$ cat src/rtl/issue_pkg.sv
// Shared types and constants for the in-order issue stage: register index width,
// decoded-control payload layout and the issue-queue entry record.
package issue_pkg;

    localparam int REG_W    = 5;
    localparam int NUM_REGS = 32;

    // Decoded-control payload layout, LSB first: ctrl flags, aluop, funct, imm.
    localparam int CTRL_W    = 5;
    localparam int ALUOP_W   = 2;
    localparam int FUNCT_W   = 10;
    localparam int IMM_W     = 32;
    localparam int CTRL_LSB  = 0;
    localparam int ALUOP_LSB = CTRL_LSB + CTRL_W;
    localparam int FUNCT_LSB = ALUOP_LSB + ALUOP_W;
    localparam int IMM_LSB   = FUNCT_LSB + FUNCT_W;
    localparam int PAYLOAD_DEF_W = IMM_LSB + IMM_W;

    typedef logic [REG_W-1:0] reg_idx_t;

    // Register-dependency part of a queue entry; the payload is stored alongside it.
    typedef struct packed {
        reg_idx_t rs1;
        reg_idx_t rs2;
        reg_idx_t rd;
        logic     uses_rs2;
        logic     regwrite;
    } iq_entry_t;

    // One-hot register mask; x0 never maps to a bit so it can never become busy.
    function automatic logic [NUM_REGS-1:0] reg_onehot(input logic en, input reg_idx_t idx);
        logic [NUM_REGS-1:0] mask;
        mask = '0;
        if (en && (idx != '0))
            mask[idx] = 1'b1;
        return mask;
    endfunction

endpackage

$ cat src/rtl/issue_scoreboard.sv
// Register busy scoreboard: tracks destinations of issued instructions until writeback
// and flags read/write hazards for the queue head. Optional ISSUE_WB_BYPASS_EN.
module issue_scoreboard
    import issue_pkg::*;
(
    input  logic                clk,
    input  logic                rst,
    input  logic                set_en,
    input  reg_idx_t            set_rd,
    input  logic                clr_en,
    input  reg_idx_t            clr_rd,
    input  iq_entry_t           chk,
    output logic [NUM_REGS-1:0] busy,
    output logic                hazard
);

    logic [NUM_REGS-1:0] set_mask;
    logic [NUM_REGS-1:0] clr_mask;
    logic [NUM_REGS-1:0] busy_eff;

    assign set_mask = reg_onehot(set_en, set_rd);
    assign clr_mask = reg_onehot(clr_en, clr_rd);

`ifdef ISSUE_WB_BYPASS_EN
    // A writeback landing this cycle already frees its register for the hazard check.
    assign busy_eff = busy & ~clr_mask;
`else
    assign busy_eff = busy;
`endif

    assign hazard = busy_eff[chk.rs1]
                  | (chk.uses_rs2 & busy_eff[chk.rs2])
                  | (chk.regwrite & busy_eff[chk.rd]);

    // Set is OR-ed after the clear so an issue and writeback to one register leaves it busy.
    always_ff @(posedge clk) begin
        if (rst)
            busy <= '0;
        else
            busy <= (busy & ~clr_mask) | set_mask;
    end

endmodule

$ cat src/rtl/issue_stage.sv
// In-order issue stage: decode-fed FIFO whose head issues once the busy scoreboard
// reports no hazard. Optional macro ISSUE_WB_BYPASS_EN enables writeback bypass.
module issue_stage
    import issue_pkg::*;
#(
    parameter int DEPTH     = 4,
    parameter int PAYLOAD_W = PAYLOAD_DEF_W
) (
    input  logic                 clk,
    input  logic                 rst,
    input  logic                 dec_valid,
    output logic                 dec_ready,
    input  logic [REG_W-1:0]     dec_rs1,
    input  logic [REG_W-1:0]     dec_rs2,
    input  logic [REG_W-1:0]     dec_rd,
    input  logic                 dec_uses_rs2,
    input  logic                 dec_regwrite,
    input  logic [PAYLOAD_W-1:0] dec_payload,
    output logic                 iss_valid,
    input  logic                 iss_ready,
    output logic [REG_W-1:0]     iss_rs1,
    output logic [REG_W-1:0]     iss_rs2,
    output logic [REG_W-1:0]     iss_rd,
    output logic [PAYLOAD_W-1:0] iss_payload,
    input  logic                 wb_valid,
    input  logic [REG_W-1:0]     wb_rd,
    input  logic                 flush,
    output logic [NUM_REGS-1:0]  busy,
    output logic [15:0]          stall_cnt
);

    localparam int PTR_W = $clog2(DEPTH);
    localparam int CNT_W = PTR_W + 1;

    iq_entry_t            entry_mem   [DEPTH];
    logic [PAYLOAD_W-1:0] payload_mem [DEPTH];

    logic [PTR_W-1:0] wr_ptr;
    logic [PTR_W-1:0] rd_ptr;
    logic [CNT_W-1:0] count;

    iq_entry_t dec_entry;
    iq_entry_t head;
    logic      not_empty;
    logic      hazard;
    logic      push;
    logic      pop;

    assign dec_entry = '{rs1: dec_rs1, rs2: dec_rs2, rd: dec_rd,
                         uses_rs2: dec_uses_rs2, regwrite: dec_regwrite};

    assign head      = entry_mem[rd_ptr];
    assign not_empty = (count != '0);

    // Ready looks only at occupancy: a full queue does not accept a push even while popping.
    assign dec_ready = (count < CNT_W'(DEPTH));
    assign iss_valid = not_empty & ~hazard & ~flush;

    assign push = dec_valid & dec_ready & ~flush;
    assign pop  = iss_valid & iss_ready;

    assign iss_rs1     = head.rs1;
    assign iss_rs2     = head.rs2;
    assign iss_rd      = head.rd;
    assign iss_payload = payload_mem[rd_ptr];

    issue_scoreboard u_scoreboard (
        .clk    (clk),
        .rst    (rst),
        .set_en (pop & head.regwrite),
        .set_rd (head.rd),
        .clr_en (wb_valid),
        .clr_rd (wb_rd),
        .chk    (head),
        .busy   (busy),
        .hazard (hazard)
    );

    // Queue storage: data only, no reset needed since count gates visibility.
    always_ff @(posedge clk) begin
        if (push) begin
            entry_mem[wr_ptr]   <= dec_entry;
            payload_mem[wr_ptr] <= dec_payload;
        end
    end

    // Queue control: pointers wrap naturally since DEPTH is a power of two.
    always_ff @(posedge clk) begin
        if (rst) begin
            wr_ptr <= '0;
            rd_ptr <= '0;
            count  <= '0;
        end else if (flush) begin
            wr_ptr <= '0;
            rd_ptr <= '0;
            count  <= '0;
        end else begin
            if (push)
                wr_ptr <= wr_ptr + PTR_W'(1);
            if (pop)
                rd_ptr <= rd_ptr + PTR_W'(1);
            case ({push, pop})
                2'b10:   count <= count + CNT_W'(1);
                2'b01:   count <= count - CNT_W'(1);
                default: count <= count;
            endcase
        end
    end

    always_ff @(posedge clk) begin
        if (rst)
            stall_cnt <= '0;
        else if (not_empty && hazard && (stall_cnt != 16'hFFFF))
            stall_cnt <= stall_cnt + 16'd1;
    end

endmodule

$ cat config.mk
export PLATFORM = sky130hd
export DESIGN_NAME = issue_stage
export DESIGN_NICKNAME = d
export VERILOG_FILES = /design/src/rtl/issue_pkg.sv /design/src/rtl/issue_scoreboard.sv /design/src/rtl/issue_stage.sv
export SDC_FILE = /design/constraint.sdc
export NUM_CORES = 1
export LEC_CHECK = 0
export BUFFER_PORTS_ARGS = -buffer_cell sky130_fd_sc_hd__buf_2
export CAP_MARGIN = 20
export CORE_MARGIN = 3
export CORE_UTILIZATION = 50
export CTS_BUF_LIST = sky130_fd_sc_hd__clkbuf_8
export CTS_CLUSTER_DIAMETER = 80
export DETAILED_ROUTE_END_ITERATION = 8
export PLACE_DENSITY = 0.73
export SYNTH_ARGS = -nofsm -noshare
export SYNTH_HDL_FRONTEND = slang
export SYNTH_SLANG_ARGS = --single-unit
$ cat constraint.sdc
create_clock -name clk -period 5.19 [get_ports clk]
set_input_delay 1.038 -clock clk [delete_from_list [all_inputs] [get_ports clk]]
set_output_delay 1.038 -clock clk [all_outputs]
set_load 0.02 [all_outputs]
==> flow_summary.json, run 1 <==
{
  "grt_max_degree": 67,
  "io_pins": 191,
  "grt-ovfl-total": 0,
  "layout_commonest_cell": "edfxtp_1",
  "p_per_area_nw_per_um2": 326,
  "critPathCapture": "iss_valid",
  "muxShareOfSynthArea_pct": 15.5,
  "cp_max_fo": 24,
  "cp_top_family": "multiplexers",
  "cts_root_buffer": "clkbuf_8",
  "post_cts_buffers": 0,
  "hpwlAfterDp_mm": 18.2,
  "crit_type": "register to output port",
  "synth_cells": 793,
  "reg2reg_depth": 13,
  "htree_levels": 2,
  "grt.total_usage_pct": 20.2,
  "hold_viol": 0,
  "core.rowCount": 58,
  "cts_tree": "built",
  "drt_wl_total_mm": 28.9,
  "synth_edf_count": 264,
  "synth_compound_area_share_pct": 5.05,
  "cp_slowest_cell": "mux4_2",
  "layout_common_cells": "edfxtp_1 (264), buf_2 (190), mux4_2 (68)",
  "ant_nets": 0,
  "wl_per_cell_um": 21.2,
  "power_frac_clock_pct": 38.7,
  "setup_viol": 0,
  "die_area_um2": 28400,
  "synth_area_per_cell_um2": 16.6,
  "dieHeight_um": 168,
  "fin_total_pwr_uw": 5010,
  "hold_buffers": 0,
  "fin_nets": 1080,
  "switchingPower_uw": 1110,
  "max_stage_delay_ns": 0.70,
  "antenna_found_initial": 8,
  "cp_common_cell": "mux4_2",
  "yosysSeqAreaShare_pct": 68.7,
  "maxCapViolations": 0,
  "power_frac_seq_pct": 56.5,
  "synth_simple_gate_area_share_pct": 8.01,
  "synth_nets": 877,
  "drc": 0,
  "fillCellCount": 1978,
  "setup_tns_ns": 0,
  "die_x_um": 168,
  "firstDrtPassIters": 5,
  "first_global_vias": 7990,
  "critPathBufInv": 1,
  "syn_area_um2": 13200,
  "cts.clk_slew.worst_paths_ns": 0.06,
  "switching_share_pct": 22.1,
  "vias": 7956,
  "async_reset_ff_share_pct": 0,
  "cp-start-kind": "register",
  "cp_data_required_time_ns": 4.15,
  "p_int_uw": 3900,
  "rrSetupSlack_ns": 0.89,
  "portBuffers": 190,
  "period_needed_ns": 4.65,
  "maxSlewHeadroom_pct": 30.7,
  "yosysWarnings": 0,
  "gp_congestion": 0.887,
  "synthDistinctLibCells": 51,
  "ys_ff_latch": 321,
  "worstMarginPinSlew_ns": 1.04,
  "post_cts_resize_count": 0,
  "path_depth": 8,
  "dpl_worst_slack_ns": 0.876,
  "register_area_um2": 9080,
  "setup_ws_ns": 0.539,
  "drt_iter0_drc": 882,
  "clkLatencyLatePin_ns": 0.58,
  "layout-drive-gt1-share_pct": 32.7,
  "synthXorXnorAreaFrac_pct": 0.265,
  "synth_ff_type": "edfxtp_1",
  "multi_input_area_um2": 3910,
  "path_cells": "mux4_2 > mux4_2 > mux2_2 > nand3b_1 > nand4_1 > a31oi_1 > and3_1 > buf_2",
  "whs_ns": 0.521,
  "drv_slew": 0,
  "pwr-share-comb_pct": 4.8,
  "final_util_pct": 60.1,
  "fin_crit_sh_pct": 89.6,
  "fmax_mhz": 215,
  "ir_drop_mv": 0.308,
  "timing.rr.end": "count[2]",
  "synthAdderAreaFrac_pct": 0.721,
  "end_kind": "output port",
  "initial_core_util_pct": 51.7,
  "numCtsBuffers": 51,
  "fin_skew_ns": 0.0295,
  "coreArea_um2": 25500,
  "avgViaCountPerCell": 5.82,
  "status": "finished clean",
  "cts.sinks": 321,
  "rsz0062_at_grt": "no",
  "cts_buffer_depth": 3,
  "worstHoldPathType": "register to register",
  "area_delta_synth_final_pct": 16.3,
  "arrival_ns": 3.61,
  "p_leak_uw": 0.00543,
  "synth_top_family_by_area": "multiplexers",
  "grt_pass1_wl_mm": 45.1
}
## logic make-up after synthesis
| kind of cell | count (synthesis) |
|---|---|
| compound gates | 103 |
| mux | 119 |
| flops | 321 |
| simple gates | 185 |
| buf+inv | 54 |
| xor+xnor | 4 |
| fa+ha+maj | 7 |
## power by group through the flow
stage | registers (µW) | clock network, µW | logic, µW
final | 2830 | 1940 | 243
after CTS | 2830 | 1990 | 243
after global placement | 2880 | 0 | 238
after floorplan | 2880 | 0 | 139
after global routing | 2830 | 2100 | 263
after detailed placement | 2880 | 0 | 242
## cell usage after synthesis, types with 3 or more instances
cell type | n | share of area (%)
nand2_1 | 35 | 1.0
nand4b_1 | 3 | 0.20
o21ai_1 | 3 | 0.11
clkbuf_1 | 23 | 0.65
nor3_1 | 9 | 0.34
edfxtp_1 | 264 | 60
nor3b_1 | 6 | 0.34
buf_4 | 3 | 0.17
a22oi_1 | 10 | 0.57
ha_1 | 6 | 0.57
nand3_1 | 7 | 0.27
mux2_2 | 3 | 0.26
or3_1 | 13 | 0.62
nand3b_1 | 26 | 1.5
buf_1 | 8 | 0.23
nor2_1 | 21 | 0.60
a21oi_1 | 20 | 0.76
buf_2 | 10 | 0.38
o31ai_1 | 32 | 1.8
mux2i_1 | 46 | 3.5
o21ai_0 | 23 | 0.87
and3_1 | 12 | 0.57
a211oi_1 | 3 | 0.17
inv_1 | 10 | 0.28
nor2b_1 | 25 | 1.2
dfxtp_1 | 57 | 8.6
and2_1 | 7 | 0.33
mux4_2 | 68 | 12
nand2b_1 | 5 | 0.24
nand4_1 | 7 | 0.33
## how the worst min path moves through the flow
stage | startpoint | end | slack (ns) | cells after the start
after floorplan | count[1] | count[1] | 0.48 | 2
after global placement | stall_cnt[15] | stall_cnt[15] | 0.49 | 2
after detailed placement | stall_cnt[11] | stall_cnt[11] | 0.50 | 2
after CTS | stall_cnt[11] | stall_cnt[11] | 0.51 | 2
after global routing | stall_cnt[9] | stall_cnt[9] | 0.55 | 2
final | stall_cnt[9] | stall_cnt[9] | 0.52 | 2
## sequential cells by signal, summed over array words and instances (netlist names), named ones only
register / flops
count: 3
entry_mem: 68
payload_mem: 196
rd_ptr: 2
stall_cnt: 16
u_scoreboard.busy: 32
wr_ptr: 2
## through the flow
step                      instances  cell area (µm²)
after floorplan                 793            13200
after global placement         1273            14400
after detailed placement       1273            14400
after CTS                      1365            15400
after global routing           1365            15400
final                          1366            15400
## area by class of cell
type	count	share of cell area, %
clock buffer	56	5.02
sequential	321	59.1
timing repair buffer	194	6.39
antenna	1	0.0163
tap	330	2.69
inverter	10	0.244
multi-input combinational	418	25.5
clock inverter	36	1.05
## tightest hold or removal path: cells and delay by family (launching register included)
| kind | cells | cell delay [ns] |
|---|---|---|
| compound gates | 2 | 0.14 |
| flops | 1 | 0.33 |
## layer usage
layer	routed length, µm	global-route usage (%)	vias to the layer above
li1	-	-	3591
met1	12200	28.7	3953
met2	13400	31.0	332
met3	2770	6.21	68
met4	537	4.94	12
met5	76	0	-
No activity file was read; power rests on OpenSTA's default activity.
==> run 2, diff against run 1 <==
--- a/config.mk
+++ b/config.mk
@@ -5,7 +5,7 @@
 export SDC_FILE = /design/constraint.sdc
 export NUM_CORES = 1
 export LEC_CHECK = 0
-export BUFFER_PORTS_ARGS = -buffer_cell sky130_fd_sc_hd__buf_2
+export BUFFER_PORTS_ARGS = -buffer_cell sky130_fd_sc_hd__buf_4
 export CAP_MARGIN = 20
 export CORE_MARGIN = 3
 export CORE_UTILIZATION = 50
==> run 2 against run 1 <==
Net effect:
- combinational power is 12% higher
- power is 0.74% higher
- design area is 3.0% higher
- register-to-register slack better by 0.05 ns
- wire length is 1.2% higher
- sequential power hardly changed
- first-iteration DRC count is 13% lower
- sequential share of layout area is 1.7 points lower
- largest cell class unchanged
==> flow_summary.json, run 2 (same netlist as run 1, synthesis figures left out) <==
{
  "rrSetupSlack_ns": 0.94,
  "dpl_worst_slack_ns": 0.892,
  "cts.sinks": 321,
  "top_regs": "payload_mem: 196 flops, entry_mem: 68 flops, u_scoreboard.busy: 32 flops",
  "hold_path_depth": 2,
  "numCtsBuffers": 50,
  "worstMarginPinSlew_ns": 1.03,
  "grt-ovfl-total": 0,
  "grt.total_usage_pct": 20.6,
  "largest_reg_flops": 196,
  "setup_viol": 0,
  "setup_ws_ns": 0.658,
  "cp_slowest_cell": "mux4_2",
  "layout_commonest_cell": "edfxtp_1",
  "hpwlAfterDp_mm": 18.6,
  "io_pins": 191,
  "drt_wl_total_mm": 29.3,
  "cts_buffer_depth": 3,
  "grt_max_degree": 67,
  "hold_viol": 0,
  "layout_common_cells": "edfxtp_1 (264), buf_4 (193), mux4_2 (68)",
  "max_stage_delay_ns": 0.69,
  "fin_crit_sh_pct": 87.3,
  "p_leak_uw": 0.00551,
  "drc": 0,
  "arrival_ns": 3.49,
  "cts_tree": "built",
  "ant_nets": 0,
  "portBuffers": 190,
  "top_register": "payload_mem",
  "maxSlewHeadroom_pct": 31.4,
  "p_per_area_nw_per_um2": 319,
  "core.rowCount": 58,
  "cp_max_fo": 19,
  "crit_type": "register to output port",
  "maxCapViolations": 0,
  "cp-start-kind": "register",
  "post_cts_buffers": 0,
  "fmax_mhz": 221,
  "vias": 7863,
  "first_global_vias": 7949,
  "cp_common_cell": "mux4_2",
  "fin_nets": 1078,
  "cp_data_required_time_ns": 4.15,
  "cts_root_buffer": "clkbuf_8",
  "avgViaCountPerCell": 5.76,
  "die_area_um2": 28400,
  "initial_core_util_pct": 51.7,
  "dieHeight_um": 168,
  "status": "finished clean",
  "firstDrtPassIters": 5,
  "worstHoldPathType": "register to register",
  "post_cts_resize_count": 0,
  "ir_drop_mv": 0.242,
  "hold_buffers": 0,
  "layout-drive-gt1-share_pct": 32.6,
  "coreArea_um2": 25500,
  "htree_levels": 2,
  "antenna_found_initial": 1,
  "reg2reg_depth": 13,
  "wl_per_cell_um": 21.4,
  "die_x_um": 168,
  "clkLatencyLatePin_ns": 0.58,
  "period_needed_ns": 4.53,
  "final_util_pct": 61.9,
  "drv_slew": 0,
  "path_cells": "mux4_2 > mux4_2 > mux2_2 > nand3b_1 > nand4_1 > a31oi_1 > and3_1 > buf_4",
  "fin_skew_ns": 0.0204,
  "area_delta_synth_final_pct": 19.8,
  "rsz0062_at_grt": "no",
  "drt_iter0_drc": 766,
  "diodes": 0,
  "cts.clk_slew.worst_paths_ns": 0.06,
  "min_from": "stall_cnt[15]",
  "end_kind": "output port",
  "setup_tns_ns": 0,
  "gp_congestion": 0.919,
  "grt_pass1_wl_mm": 45.8
}
[run 2: final timing paths]
kind                   end
max              iss_valid
min          stall_cnt[15]
max reg2reg       count[2]
min reg2reg  stall_cnt[15]
[run 2: worst max-delay path: cells and delay by family (launching register included)]
kind	cells	cell delay, ns
multiplexers	3	1.44
flip-flops	1	0.58
AND/OR/NAND/NOR	3	0.44
AO/OA/AOI/OAI	1	0.32
buffers and inverters	1	0.15
[run 2: through the flow]
step	hold slack, ns	power (µW)	instance area, µm²	instances
after global placement	0.490	3150	14900	1272
after floorplan	0.481	3020	13200	793
after detailed placement	0.508	3160	14900	1272
after CTS	0.517	5110	15800	1366
after global routing	0.535	5240	15800	1366
final	0.522	5040	15800	1366
[run 2: power by group]
part | switching [µW] | total [µW] | internal, µW | leakage, µW
Combinational | 156 | 272 | 116 | 0.00212
Clock | 977 | 1940 | 965 | 0.000530
Sequential | 8.80 | 2830 | 2820 | 0.00286
[run 2: layer usage]
metal / part of all wire [%] / vias to the layer above / global-route usage, %
li1: - / 3582 / -
met1: 42 / 3895 / 28.8
met2: 46 / 328 / 32.5
met3: 9.8 / 56 / 5.96
met4: 1.9 / 2 / 5.34
met5: 0.068 / - / 0
[run 2: final cells by class]
class | instances | area (µm²)
tap | 330 | 413
clock inverter | 44 | 233
multi-input combinational | 418 | 3910
sequential | 321 | 9080
timing repair buffer | 193 | 1450
clock buffer | 50 | 688
inverter | 10 | 37.5
fill | 1922 | 9740
==> run 3, diff against run 2 <==
--- a/config.mk
+++ b/config.mk
@@ -7,6 +7,7 @@
 export LEC_CHECK = 0
 export BUFFER_PORTS_ARGS = -buffer_cell sky130_fd_sc_hd__buf_4
 export CAP_MARGIN = 20
+export CORE_ASPECT_RATIO = 0.75
 export CORE_MARGIN = 3
 export CORE_UTILIZATION = 50
 export CTS_BUF_LIST = sky130_fd_sc_hd__clkbuf_8
==> run 3 against run 2 <==
Net effect:
- worst setup slack better by 0.019 ns
- wire length up 1.1%
- critical path type unchanged
- sequential share of layout area is 0.11 points higher
- via count rose by 0.24%
- core utilization increased by 0.083 points
- largest power group unchanged
- largest cell class unchanged
==> flow_summary.json, run 3 (same netlist as run 1, synthesis figures left out) <==
{
  "status": "finished clean",
  "portBuffers": 190,
  "antenna_found_initial": 2,
  "core.rowCount": 50,
  "ir_drop_mv": 0.196,
  "largest_reg_flops": 196,
  "wl_per_cell_um": 21.6,
  "worstHoldPathType": "register to register",
  "firstDrtPassIters": 5,
  "dr_wl_met3_mm": 2.59,
  "layout-drive-gt1-share_pct": 32.6,
  "grt.total_usage_pct": 20.8,
  "cp_max_fo": 23,
  "gp_congestion": 0.876,
  "layout_commonest_cell": "edfxtp_1",
  "numCtsBuffers": 48,
  "fin_crit_sh_pct": 87.0,
  "drc": 0,
  "worstMarginPinSlew_ns": 1.05,
  "setup_tns_ns": 0,
  "multi_input_area_um2": 3910,
  "p_leak_uw": 0.00548,
  "layout_common_cells": "edfxtp_1 (264), buf_4 (194), mux4_2 (68)",
  "die_area_um2": 28400,
  "fmax_mhz": 222,
  "die_x_um": 194,
  "avgViaCountPerCell": 5.76,
  "cp_data_required_time_ns": 4.15,
  "fin_nets": 1077,
  "period_needed_ns": 4.51,
  "cts.sinks": 321,
  "crit_type": "register to output port",
  "drv_slew": 0,
  "arrival_ns": 3.48,
  "post_cts_buffers": 0,
  "grt-ovfl-total": 0,
  "met2WireLength_mm": 13.5,
  "top_regs": "payload_mem: 196 flops, entry_mem: 68 flops, u_scoreboard.busy: 32 flops",
  "setup_viol": 0,
  "clkLatencyLatePin_ns": 0.57,
  "htree_levels": 2,
  "ant_nets": 0,
  "dpl_worst_slack_ns": 0.945,
  "io_pins": 191,
  "p_per_area_nw_per_um2": 317,
  "cts_tree": "built",
  "drt-met1-wl_mm": 12.9,
  "end_kind": "output port",
  "fillCellCount": 1875,
  "rsz0062_at_grt": "no",
  "first_global_vias": 7976,
  "coreArea_um2": 25500,
  "hpwlAfterDp_mm": 18.9,
  "grt_max_degree": 67,
  "maxSlewHeadroom_pct": 29.8,
  "initial_core_util_pct": 51.8,
  "post_cts_resize_count": 0,
  "fin_skew_ns": 0.0244,
  "drt_iter0_drc": 674,
  "hold_buffers": 0,
  "vias": 7882,
  "top_register": "payload_mem",
  "area_delta_synth_final_pct": 19.6,
  "hold_viol": 0,
  "top_layer_used": "met4",
  "dieHeight_um": 147,
  "setup_ws_ns": 0.677,
  "register_area_um2": 9080,
  "maxCapViolations": 0,
  "cts.clk_slew.worst_paths_ns": 0.06,
  "cts_root_buffer": "clkbuf_8",
  "grt_pass1_wl_mm": 46.3,
  "drt_wl_total_mm": 29.6,
  "cp-start-kind": "register",
  "cts_buffer_depth": 3
}
[run 3: final cells by class]
class	count	share of cell area, %
Sequential cell	321	57.5
Multi-Input combinational cell	418	24.8
Timing Repair Buffer	194	9.23
Clock buffer	48	4.19
Tap cell	338	2.68
Clock inverter	37	1.32
Inverter	10	0.238
Antenna cell	2	0.0317
[run 3: where the power goes]
group,total [µW],switching [µW],internal (µW)
registers,2830,8.80,2820
clock network,1890,930,963
logic,273,157,117
total,4990,1100,3900
[run 3: per-stage QoR]
| step | power [µW] | util (%) | instances | hold WS [ns] | instance area (µm²) |
|---|---|---|---|---|---|
| final | 4990 | 62.0 | 1368 | 0.506 | 15800 |
| after global placement | 3150 | 58.5 | 1281 | 0.492 | 14900 |
| after floorplan | 3020 | - | 793 | 0.481 | 13200 |
| after CTS | 5040 | 62.0 | 1366 | 0.514 | 15800 |
| after detailed placement | 3160 | 58.5 | 1281 | 0.506 | 14900 |
| after global routing | 5190 | 62.0 | 1368 | 0.552 | 15800 |
[run 3: worst paths after layout]
check / startpoint / end / slack (ns) / cells past startpoint
setup / recovery: register / iss_valid / 0.68 / 8
hold / removal: stall_cnt[13] / stall_cnt[13] / 0.51 / 2
setup reg to reg: register / count[2] / 0.90 / 13
hold reg to reg: stall_cnt[13] / stall_cnt[13] / 0.51 / 2
[run 3: critical path, cell delays in order, from the launching register on]
cell	delay [ns]
dfxtp_4	0.56
mux4_2	0.84
mux2i_1	0.26
mux2i_1	0.11
a211oi_1	0.28
o32ai_1	0.15
a31oi_1	0.32
and3_1	0.23
buf_4	0.15
[run 3: metal layers]
layer / vias up / GRT usage [%]
met2: 322 / 31.5
li1: 3578 / -
met5: - / 0
met1: 3932 / 29.8
met4: 0 / 6.04
met3: 50 / 5.91
